==> src/rtl/if_stage_if.sv <==
// if_stage_if: bundle of the fetch stage's external handshakes.
//   redirect_valid/redirect_pc : branch/jump redirect from a later stage
//   imem_req/imem_addr         : instruction-memory request (one cycle per request)
//   imem_rvalid/imem_rdata     : instruction-memory response
//   if_valid/if_pc/if_instr    : fetched instruction presented to decode
//   id_ready                   : decode accepts the presented instruction
// master = the fetch stage, slave = its environment (memory + pipeline).
interface if_stage_if;
  logic        redirect_valid;
  logic [31:0] redirect_pc;
  logic        imem_req;
  logic [31:0] imem_addr;
  logic        imem_rvalid;
  logic [31:0] imem_rdata;
  logic        if_valid;
  logic [31:0] if_pc;
  logic [31:0] if_instr;
  logic        id_ready;

  modport master (
    input  redirect_valid, redirect_pc, imem_rvalid, imem_rdata, id_ready,
    output imem_req, imem_addr, if_valid, if_pc, if_instr
  );

  modport slave (
    output redirect_valid, redirect_pc, imem_rvalid, imem_rdata, id_ready,
    input  imem_req, imem_addr, if_valid, if_pc, if_instr
  );
endinterface

==> src/rtl/if_stage.sv <==
// if_stage: instruction fetch stage with a single outstanding memory request.
//   clk  : rising-edge clock
//   rst  : synchronous active-high reset
//   bus  : if_stage_if.master (redirect, imem request/response, decode output)
// Loop: ISSUE (request pc) -> WAIT (response) -> HOLD (present to decode)
// -> ISSUE at pc+4. DROP absorbs a response whose request was made stale by
// a redirect, so the memory never has more than one request in flight.
module if_stage #(
  parameter logic [31:0] RESET_PC = 32'h0000_0000
) (
  input  logic         clk,
  input  logic         rst,
  if_stage_if.master   bus
);

  typedef enum logic [1:0] {ISSUE, WAIT, HOLD, DROP} state_t;

  state_t      state;
  logic [31:0] pc;

  assign bus.imem_req  = (state == ISSUE);
  assign bus.imem_addr = (state == ISSUE) ? pc : '0;

  always_ff @(posedge clk) begin
    if (rst) begin
      state        <= ISSUE;
      pc           <= RESET_PC;
      bus.if_valid <= 1'b0;
      bus.if_pc    <= '0;
      bus.if_instr <= '0;
    end else if (bus.redirect_valid) begin
      // Redirect wins over everything; a coinciding decode handshake is
      // considered consumed, so pc takes the target rather than pc+4.
      pc           <= {bus.redirect_pc[31:2], 2'b00};
      bus.if_valid <= 1'b0;
      unique case (state)
        ISSUE:   state <= DROP;   // request already sent, its reply must be eaten
        WAIT:    state <= bus.imem_rvalid ? ISSUE : DROP;
        HOLD:    state <= ISSUE;
        DROP:    state <= DROP;
        default: state <= ISSUE;
      endcase
    end else begin
      unique case (state)
        ISSUE: state <= WAIT;
        WAIT: begin
          if (bus.imem_rvalid) begin
            bus.if_instr <= bus.imem_rdata;
            bus.if_pc    <= pc;
            bus.if_valid <= 1'b1;
            state        <= HOLD;
          end
        end
        HOLD: begin
          if (bus.id_ready) begin
            bus.if_valid <= 1'b0;
            pc           <= pc + 32'd4;
            state        <= ISSUE;
          end
        end
        DROP: begin
          if (bus.imem_rvalid) begin
            state <= ISSUE;
          end
        end
        default: state <= ISSUE;
      endcase
    end
  end

endmodule

==> src/flat_wrapper.sv <==
// flat-port wrapper written by rule: the top's interface ports become plain ports
module if_stage_flat 
#(
  parameter logic [31:0] RESET_PC = 32'h0000_0000
)
  (clk, rst, bus_redirect_valid, bus_redirect_pc, bus_imem_rvalid, bus_imem_rdata, bus_id_ready, bus_imem_req, bus_imem_addr, bus_if_valid, bus_if_pc, bus_if_instr);
  if_stage_if bus_i ();
  input  logic clk;
  input  logic rst;
  input wire logic [$bits(bus_i.redirect_valid)-1:0] bus_redirect_valid;
  input wire logic [$bits(bus_i.redirect_pc)-1:0] bus_redirect_pc;
  input wire logic [$bits(bus_i.imem_rvalid)-1:0] bus_imem_rvalid;
  input wire logic [$bits(bus_i.imem_rdata)-1:0] bus_imem_rdata;
  input wire logic [$bits(bus_i.id_ready)-1:0] bus_id_ready;
  output wire logic [$bits(bus_i.imem_req)-1:0] bus_imem_req;
  output wire logic [$bits(bus_i.imem_addr)-1:0] bus_imem_addr;
  output wire logic [$bits(bus_i.if_valid)-1:0] bus_if_valid;
  output wire logic [$bits(bus_i.if_pc)-1:0] bus_if_pc;
  output wire logic [$bits(bus_i.if_instr)-1:0] bus_if_instr;
  assign bus_i.redirect_valid = bus_redirect_valid;
  assign bus_i.redirect_pc = bus_redirect_pc;
  assign bus_i.imem_rvalid = bus_imem_rvalid;
  assign bus_i.imem_rdata = bus_imem_rdata;
  assign bus_i.id_ready = bus_id_ready;
  assign bus_imem_req = bus_i.imem_req;
  assign bus_imem_addr = bus_i.imem_addr;
  assign bus_if_valid = bus_i.if_valid;
  assign bus_if_pc = bus_i.if_pc;
  assign bus_if_instr = bus_i.if_instr;
  if_stage #(.RESET_PC(RESET_PC)) u_core (.clk(clk), .rst(rst), .bus(bus_i));
endmodule
==> config.mk <==
export PLATFORM = sky130hd
export DESIGN_NAME = if_stage_flat
export DESIGN_NICKNAME = d
export VERILOG_FILES = /design/src/rtl/if_stage_if.sv /design/src/rtl/if_stage.sv /design/src/flat_wrapper.sv
export SDC_FILE = /design/constraint.sdc
export NUM_CORES = 1
export LEC_CHECK = 0
export CORE_MARGIN = 2
export CORE_UTILIZATION = 48
export CTS_CLUSTER_DIAMETER = 150
export DETAILED_ROUTE_END_ITERATION = 8
export DONT_BUFFER_PORTS = 1
export GPL_TIMING_DRIVEN = 1
export HOLD_SLACK_MARGIN = 0.06
export PLACE_DENSITY = 0.65
export SLEW_MARGIN = 20
export SYNTH_ARGS = -nofsm -noshare
export SYNTH_HDL_FRONTEND = slang
export SYNTH_SLANG_ARGS = --single-unit
==> constraint.sdc <==
create_clock -name clk -period 2 [get_ports clk]
set_clock_uncertainty 0.1 [all_clocks]
set_input_delay 0.4 -clock clk [delete_from_list [all_inputs] [get_ports clk]]
set_output_delay 0.4 -clock clk [all_outputs]
set_load 0.01 [all_outputs]
==> results_tabular.tex, run 1 <==
\begin{tabular}{lr}
\hline
Metric & Value \\
\hline
\multicolumn{2}{l}{\textbf{Synthesis}} \\
Avg Inst Size Synth & 7.67 sq um \\
Cell types occupying the most area after synthesis & sky130\_fd\_sc\_hd\_\_dfxtp\_1 43\%, sky130\_fd\_sc\_hd\_\_nand2\_1 12\%, sky130\_fd\_sc\_hd\_\_a21oi\_1 7.9\% \\
Post-Synth Adder-Cell Area & 1.42\% \\
Combinational family with the most area after synthesis & simple AND/OR/NAND/NOR gates \\
Post-synthesis xor/xnor area fraction & 1.98\% \\
Mux contribution to synthesized area & 0\% \\
Share of the synthesized area in compound gates (AO/OA/AOI/OAI) & 17.5\% \\
Simple logic cell fraction of the synthesized area & a little under a third \\
Instance count of the mapped netlist & 576 \\
Share of synthesized registers carrying an async set or reset & 0\% \\
Share of the synthesized area in the top cell type & 43.1\% \\
Post-synthesis sequential element count & 95 \\
Main synth FF type & sky130\_fd\_sc\_hd\_\_dfxtp\_1 \\
Part of the Yosys area used for sequential elements & 43.1\% \\
Ys Warns & 0 \\
Top cell type by total area after synthesis & sky130\_fd\_sc\_hd\_\_dfxtp\_1 \\
Number of library cell types mapped by synthesis & 48 \\
Summed instance area of the synthesized netlist & 4420 sq um \\
Number of enable flip-flop cells after synthesis & 0 \\
\multicolumn{2}{l}{\textbf{STA}} \\
Clock period minus worst slack & 1.99 ns \\
Share of the cycle needed by the critical path after routing & 99.6\% \\
WHS & -0.00552 ns \\
Final Hold Vio Count & 1 \\
Slew margin rel. & 63.1\% \\
Slew @ Worst Pin & $\sim$0.55 ns \\
RSZ-0062 raised after global routing & yes \\
Sum Neg Setup Slack & 0 ns \\
Fin worst setup slack & 0.00704 ns \\
Final setup violating endpoints & 0 \\
Max-slew violation count & 0 \\
Highest achievable clock rate & 502 MHz \\
\multicolumn{2}{l}{\textbf{Floorplan}} \\
Horiz. Die Dim & around 100 um \\
Row count & 34 \\
Placeable core region & 8810 sq um \\
Initial core utilization & 50.1\% \\
Top-level I/O count & 167 \\
Area enclosed by the die boundary & $\sim$10000 sq um \\
Y dimension of the die & 99.9 um \\
\multicolumn{2}{l}{\textbf{Clock network}} \\
Sink count of the clock tree & 95 \\
Number of buffers inserted by post-CTS setup repair & 0 \\
Number of buffers inserted during clock tree synthesis & 9 \\
\# H-tree levels & 3 \\
Buffer cell driving the clock tree root & sky130\_fd\_sc\_hd\_\_clkbuf\_8 \\
TritonCTS clock tree & built \\
Number of buffers between clock root and the deepest sink & 2 \\
Clk pin slew, worst setup/hold paths & 0.10 ns \\
Insertion delay to the later sink of the worst-skew pair & between 0.3 and 0.4 ns \\
\multicolumn{2}{l}{\textbf{Placed design}} \\
Cell count after placement & 694 \\
Setup slack at placement & -0.0949 ns \\
Half-perimeter wire length after detailed placement & approximately 8.7 mm \\
Placer congestion estimate & 0.865 \\
Number of port buffers & 0 \\
\multicolumn{2}{l}{\textbf{GRT}} \\
Number of antenna violations at the first check in global routing & 0 \\
Global-route wire length before repair & 20.0 mm \\
Overall Global Routing Usage & 25.0\% \\
Vias in the first global route & 3,971 \\
Global route overflow & 0 \\
Pin count of the biggest net entering global routing & between 90 and 100 \\
\multicolumn{2}{l}{\textbf{Cells and area}} \\
Antenna Diode Count & 0 \\
Most common library cell in the layout ignoring fill and taps & sky130\_fd\_sc\_hd\_\_nand2\_1 \\
Total number of nets in the final design & 672 \\
Share of post-route cells with drive strength above 1 & $\sim$20\% \\
Post-route insts no fill & about 710 \\
Synthesis-to-finish area growth & 18.0\% \\
Top library cells by usage in the layout, fill and taps aside & 143 x sky130\_fd\_sc\_hd\_\_nand2\_1, 88 x sky130\_fd\_sc\_hd\_\_dfxtp\_1, 70 x sky130\_fd\_sc\_hd\_\_a21oi\_1 \\
\multicolumn{2}{l}{\textbf{Setup path}} \\
Critical R2R Launch & u\_core.pc[4] \\
Critical path peak fanout & 3 \\
Data arrival time of the critical path & 2.17 ns \\
Critical path required time & 2.18 ns \\
Endpoint of the worst-slack reg-to-reg timing path & u\_core.pc[18] \\
Worst setup SP type & flop \\
Worst R2R Setup Slack & 0.007 ns \\
Most Frequent Cell on Critical Path & sky130\_fd\_sc\_hd\_\_or4\_4 \\
Buf/Inv on CP & 1 \\
Nature of the critical path endpoint & flop \\
CP peak stage delay & around 0.5 ns \\
Cells along the critical path & nand3\_4 > buf\_4 > or4\_4 > or4\_4 > a311oi\_2 \\
Crit Path Class & reg -> reg \\
Cell class contributing the biggest share of worst-path delay & simple AND/OR/NAND/NOR gates \\
Highest-delay cell along the critical path & sky130\_fd\_sc\_hd\_\_or4\_4 \\
Register-to-Register Path Depth & 5 \\
\multicolumn{2}{l}{\textbf{Routing}} \\
Antenna Nets Post-Route & 0 \\
Top metal layer carrying routed signals & met4 \\
Number of DRC violations after detailed routing & 0 \\
Vias per Instance & 5.93 \\
Final routed wire length divided by cell count & around 18 um \\
Final Routed Wirelength & 12.7 mm \\
Iter 0 DRT Violations & 210 \\
Met2 Wirelength & 5.96 mm \\
Routed met3 length & 1.01 mm \\
Met1 wire length & between 5 and 6 mm \\
Vias after detailed routing & about 4,200 \\
Detailed-routing iteration count for the pre-antenna-repair pass & 5 \\
\multicolumn{2}{l}{\textbf{Run status}} \\
Outcome & finished, violations left \\
Violations in the final reports & negative hold slack \\
\multicolumn{2}{l}{\textbf{Power}} \\
Power density over cell area & 777 nW/um\^{}2 \\
Static power due to leakage & around 0.0018 uW \\
VDD IR-drop max & 0.000368 V \\
\multicolumn{2}{l}{\textbf{Hold path}} \\
Path category of the worst min-delay check & in -> reg \\
Min-Delay Path Depth & 1 \\
Sink of the worst hold path & u\_core.pc[4] \\
Worst Hold Launch & rst \\
\multicolumn{2}{l}{\textbf{Job}} \\
Number of maximum-capacitance constraint violations & 0 \\
\hline
\end{tabular}
## metrics by stage
stage	utilization, %	hold slack [ns]	cell area [sq um]	total power, uW
global route	59.2	-0.0320	5210	4240
finish	59.2	-0.00552	5210	4050
CTS	57.5	-0.0326	5070	3970
floorplan	-	0.349	4450	2460
detailed placement	54.7	0.377	4820	2600
global placement	54.7	0.377	4820	2590
## repair_timing
action                                  CTS  global route
cloned                                    0             1
resized for setup                        11            44
endpoints found under the setup margin   39            41
pin swaps                                 1             4
endpoints found under the hold margin    85            85
## cells by family (layout without fill, tap and decap cells)
kind of cell / count (synthesis) / after routing
AND/OR/NAND/NOR: 286 / 286
AO/OA/AOI/OAI: 126 / 126
flip-flops: 95 / 95
buffers and inverters: 53 / 77
XOR/XNOR: 10 / 10
adder cells (fa/ha/maj): 5 / 5
other: 1 / 4
## worst max-delay path by stage
stage | from | to | slack (ns) | depth (start not counted)
2_1_floorplan | u_core.pc[7] | u_core.pc[18] | -0.04 | 5
3_3_place_gp | u_core.pc[6] | u_core.pc[18] | -0.02 | 5
3_5_place_dp | u_core.pc[6] | u_core.pc[18] | -0.09 | 5
4_1_cts | u_core.state[0] | u_core.pc[25] | -0.03 | 6
5_1_grt | u_core.pc[4] | u_core.pc[18] | -0.05 | 5
6_report | u_core.pc[4] | u_core.pc[18] | 0.007 | 5
## area by class of cell
cell class	instances	area, sq um
Inverter	8	30.0
Timing Repair Buffer	53	447
Multi-Input combinational cell	431	2470
Sequential cell	95	1910
Tap cell	108	135
Clock inverter	6	76.3
Fill cell	824	3600
Clock buffer	10	138
## Yosys cell counts, types with 2 or more instances
library cell and instances:
sky130_fd_sc_hd__a211oi_1 7, sky130_fd_sc_hd__a21oi_1 70, sky130_fd_sc_hd__a311o_1 2, sky130_fd_sc_hd__a311oi_1 9, sky130_fd_sc_hd__a31oi_1 4, sky130_fd_sc_hd__a32oi_1 2
sky130_fd_sc_hd__and2_1 34, sky130_fd_sc_hd__and3_1 8, sky130_fd_sc_hd__and4_1 4, sky130_fd_sc_hd__buf_1 6, sky130_fd_sc_hd__buf_4 4, sky130_fd_sc_hd__clkbuf_1 33
sky130_fd_sc_hd__dfxtp_1 95, sky130_fd_sc_hd__ha_1 5, sky130_fd_sc_hd__inv_1 8, sky130_fd_sc_hd__nand2_1 144, sky130_fd_sc_hd__nand2b_1 4, sky130_fd_sc_hd__nand3_1 20
sky130_fd_sc_hd__nand4_1 14, sky130_fd_sc_hd__nor2_1 23, sky130_fd_sc_hd__nor2b_1 3, sky130_fd_sc_hd__nor3_1 10, sky130_fd_sc_hd__nor4_1 3, sky130_fd_sc_hd__o21ai_0 11
sky130_fd_sc_hd__o221ai_1 2, sky130_fd_sc_hd__o311ai_0 4, sky130_fd_sc_hd__o31a_1 2, sky130_fd_sc_hd__o31ai_1 6, sky130_fd_sc_hd__or3_1 5, sky130_fd_sc_hd__or4_1 8
sky130_fd_sc_hd__xnor2_1 5, sky130_fd_sc_hd__xor2_1 5
## layer usage
layer,up-vias,global-route usage (%)
li1,2041,-
met1,2002,33.1
met2,157,39.3
met3,18,7.03
met4,0,9.17
met5,-,0
## power breakdown
part	internal, uW	switching [uW]	leakage [uW]
Clock	632	725	0.000103
Combinational	283	346	0.000922
Sequential	1970	88.4	0.000777
## flip-flops by register name (all words and copies together) (netlist names)
register	flops
u_core.bus.if_instr	32
u_core.bus.if_pc	30
u_core.pc	30
u_core.state	2
u_core.bus.if_valid	1
Power figures use the tool's default switching activity.
==> run 2: changes to the inputs <==
--- a/config.mk
+++ b/config.mk
@@ -5,6 +5,7 @@
 export SDC_FILE = /design/constraint.sdc
 export NUM_CORES = 1
 export LEC_CHECK = 0
+export CORE_ASPECT_RATIO = 0.5
 export CORE_MARGIN = 2
 export CORE_UTILIZATION = 48
 export CTS_CLUSTER_DIAMETER = 150
==> run 2 against run 1 <==
Against the previous run:
- the flow now finishes without violations
- routed wire length is 0.17% lower
- sequential power hardly changed
- first-iteration DRC count increased by 11%
- worst setup slack gained 0.034 ns
- combinational power down 8.4%
- global-route usage is 0.55 points lower
- largest cell class unchanged
- highest routed layer unchanged
==> results_tabular.tex, run 2 (same netlist as run 1, synthesis figures left out) <==
\begin{tabular}{lr}
\hline
Metric & Value \\
\hline
\multicolumn{2}{l}{\textbf{Run status}} \\
Outcome & finished clean \\
\multicolumn{2}{l}{\textbf{Cells and area}} \\
Antenna Diode Count & 0 (unchanged) \\
Share of post-route cells with drive strength above 1 & 17.6\% (-2.8 points) \\
Post-route insts no fill & 726 (+2.1\%) \\
Most common library cell in the layout ignoring fill and taps & sky130\_fd\_sc\_hd\_\_nand2\_1 \\
Final core utilization & 60.0\% (+0.80 points) \\
Flip-flop count of the largest register, all copies and words added & 32 (unchanged) \\
Top library cells by usage in the layout, fill and taps aside & 143 x sky130\_fd\_sc\_hd\_\_nand2\_1, 86 x sky130\_fd\_sc\_hd\_\_dfxtp\_1, 70 x sky130\_fd\_sc\_hd\_\_a21oi\_1 \\
Top flop regs & u\_core.bus.if\_instr: 32 flops, u\_core.bus.if\_pc: 30 flops, u\_core.pc: 30 flops \\
Number of filler instances in the final layout & 842 (+2.2\%) \\
Synthesis-to-finish area growth & 19.9\% \\
Register with the most flip-flops & u\_core.bus.if\_instr \\
Total number of nets in the final design & 679 (+1.0\%) \\
\multicolumn{2}{l}{\textbf{Setup path}} \\
Critical path required time & 2.16 ns (-0.02 ns) \\
Data arrival time of the critical path & 2.12 ns (-0.05 ns) \\
Crit Path Class & reg -> reg \\
Nature of the critical path endpoint & flop \\
Worst setup SP type & flop \\
Critical path peak fanout & 6 (+3) \\
\multicolumn{2}{l}{\textbf{GRT}} \\
Overall Global Routing Usage & 24.5\% (-0.55 points) \\
Global route overflow & 0 (unchanged) \\
Pin count of the biggest net entering global routing & 97 (unchanged) \\
Number of antenna violations at the first check in global routing & 0 (unchanged) \\
Vias in the first global route & 3,900 (-1.8\%) \\
Global-route wire length before repair & 19.6 mm (-1.9\%) \\
\multicolumn{2}{l}{\textbf{Clock network}} \\
Clk pin slew, worst setup/hold paths & 0.07 ns (-0.03 ns) \\
\# H-tree levels & 3 (unchanged) \\
Number of buffers inserted during clock tree synthesis & 9 (unchanged) \\
Number of buffers between clock root and the deepest sink & 2 (unchanged) \\
TritonCTS clock tree & built \\
Buffer cell driving the clock tree root & sky130\_fd\_sc\_hd\_\_clkbuf\_16 \\
Sink count of the clock tree & 95 (unchanged) \\
Insertion delay to the later sink of the worst-skew pair & 0.35 ns (-0.02 ns) \\
\multicolumn{2}{l}{\textbf{Floorplan}} \\
Placeable core region & 8830 sq um (+0.26\%) \\
Y dimension of the die & 71.8 um (-28\%) \\
Row count & 24 (-29\%) \\
Top-level I/O count & 167 (unchanged) \\
Horiz. Die Dim & 140 um (+40\%) \\
Initial core utilization & 50.0\% (-0.13 points) \\
Area enclosed by the die boundary & 10,000 sq um (+0.47\%) \\
\multicolumn{2}{l}{\textbf{Routing}} \\
Final routed wire length divided by cell count & 17.5 um (-2.2\%) \\
Routed met3 length & 1.05 mm (+4.0\%) \\
Number of DRC violations after detailed routing & 0 (unchanged) \\
Antenna Nets Post-Route & 0 (unchanged) \\
Detailed-routing iteration count for the pre-antenna-repair pass & 5 (unchanged) \\
Met1 wire length & 5.90 mm (+6.8\%) \\
Iter 0 DRT Violations & 233 (+11\%) \\
Vias after detailed routing & 4,183 (-0.83\%) \\
Met2 Wirelength & 5.64 mm (-5.3\%) \\
Vias per Instance & 5.76 (-2.9\%) \\
Top metal layer carrying routed signals & met4 \\
Final Routed Wirelength & 12.7 mm (-0.17\%) \\
\multicolumn{2}{l}{\textbf{STA}} \\
Share of the cycle needed by the critical path after routing & 98.0\% (-1.7 points) \\
Slew margin rel. & 61.0\% (-2.2 points) \\
RSZ-0062 raised after global routing & yes \\
Sum Neg Setup Slack & 0 ns (unchanged) \\
Slew @ Worst Pin & 0.580 ns (+0.0325 ns) \\
Max-slew violation count & 0 (unchanged) \\
Fin worst setup slack & 0.0407 ns (+0.0336 ns) \\
Clock period minus worst slack & 1.96 ns (-0.0336 ns) \\
Highest achievable clock rate & 510 MHz (+1.7\%) \\
Final setup violating endpoints & 0 (unchanged) \\
Final Hold Vio Count & 0 (-1) \\
WHS & 0.0263 ns (+0.0318 ns) \\
\multicolumn{2}{l}{\textbf{Power}} \\
Static power due to leakage & 0.00184 uW (+2.3\%) \\
Power density over cell area & 823 nW/um\^{}2 (+5.9\%) \\
VDD IR-drop max & 0.000452 V (+23\%) \\
\multicolumn{2}{l}{\textbf{Job}} \\
Number of maximum-capacitance constraint violations & 0 (unchanged) \\
\multicolumn{2}{l}{\textbf{Placed design}} \\
Number of port buffers & 0 (unchanged) \\
Placer congestion estimate & 0.822 (-5.0\%) \\
Setup slack at placement & -0.0849 ns (+0.0101 ns) \\
Cell count after placement & 709 (+2.2\%) \\
Half-perimeter wire length after detailed placement & 8.78 mm (+0.98\%) \\
\multicolumn{2}{l}{\textbf{Hold path}} \\
Path category of the worst min-delay check & in -> reg \\
\hline
\end{tabular}
[run 2: report_power, final]
group / internal, uW / switching [uW] / total [uW]
combinational: 245 / 331 / 576
sequential: 1980 / 85.2 / 2060
clock: 971 / 750 / 1720
[run 2: cell type report]
type / count / area, sq um / area share [%]
timing repair buffer: 60 / 499 / 9.43
sequential: 95 / 1910 / 36.1
clock buffer: 9 / 225 / 4.25
clock inverter: 6 / 68.8 / 1.30
multi-input combinational: 431 / 2410 / 45.5
tap: 117 / 146 / 2.77
inverter: 8 / 30.0 / 0.567
[run 2: through the flow]
step	power [uW]	instance area, sq um
after CTS	4350	5220
after detailed placement	2620	4890
after floorplan	2460	4450
after global routing	4520	5290
after global placement	2600	4890
final	4360	5290
[run 2: final timing paths]
| check | startpoint | endpoint | slack, ns | cells past startpoint |
|---|---|---|---|---|
| setup / recovery | u_core.state[0] | u_core.pc[23] | 0.04 | 6 |
| hold / removal | rst | u_core.state[0] | 0.03 | 1 |
| setup reg to reg | u_core.state[0] | u_core.pc[23] | 0.04 | 6 |
| hold reg to reg | u_core.bus.if_instr[3] | u_core.bus.if_instr[3] | 0.40 | 2 |
[run 2: critical path: stages, from the launching register on]
cell and delay, ns:
sky130_fd_sc_hd__dfxtp_2 0.33, sky130_fd_sc_hd__inv_1 0.07, sky130_fd_sc_hd__ha_2 0.24, sky130_fd_sc_hd__and4_4 0.26, sky130_fd_sc_hd__nand3_4 0.10, sky130_fd_sc_hd__or4_1 0.52
sky130_fd_sc_hd__a311oi_1 0.25
[run 2: what timing repair did]
item / CTS / global route
endpoints found under the hold margin: 84 / 84
cloned: 0 / 1
pin swaps: 3 / 4
setup buffers: 0 / 1
gates resized for setup: 14 / 17
endpoints found under the setup margin: 40 / 42
[run 2: routing by layer]
metal	global-route usage, %	up-vias
met5	0	-
met3	8.16	12
li1	-	2054
met4	5.56	0
met1	33.1	1956
met2	38.6	161
==> run 3: changes to the inputs <==
--- a/config.mk
+++ b/config.mk
@@ -5,6 +5,7 @@
 export SDC_FILE = /design/constraint.sdc
 export NUM_CORES = 1
 export LEC_CHECK = 0
+export CAP_MARGIN = 20
 export CORE_ASPECT_RATIO = 0.5
 export CORE_MARGIN = 2
 export CORE_UTILIZATION = 48
==> results of run 3 <==
The final DEF is identical to that of run 2; final timing and power are the same.
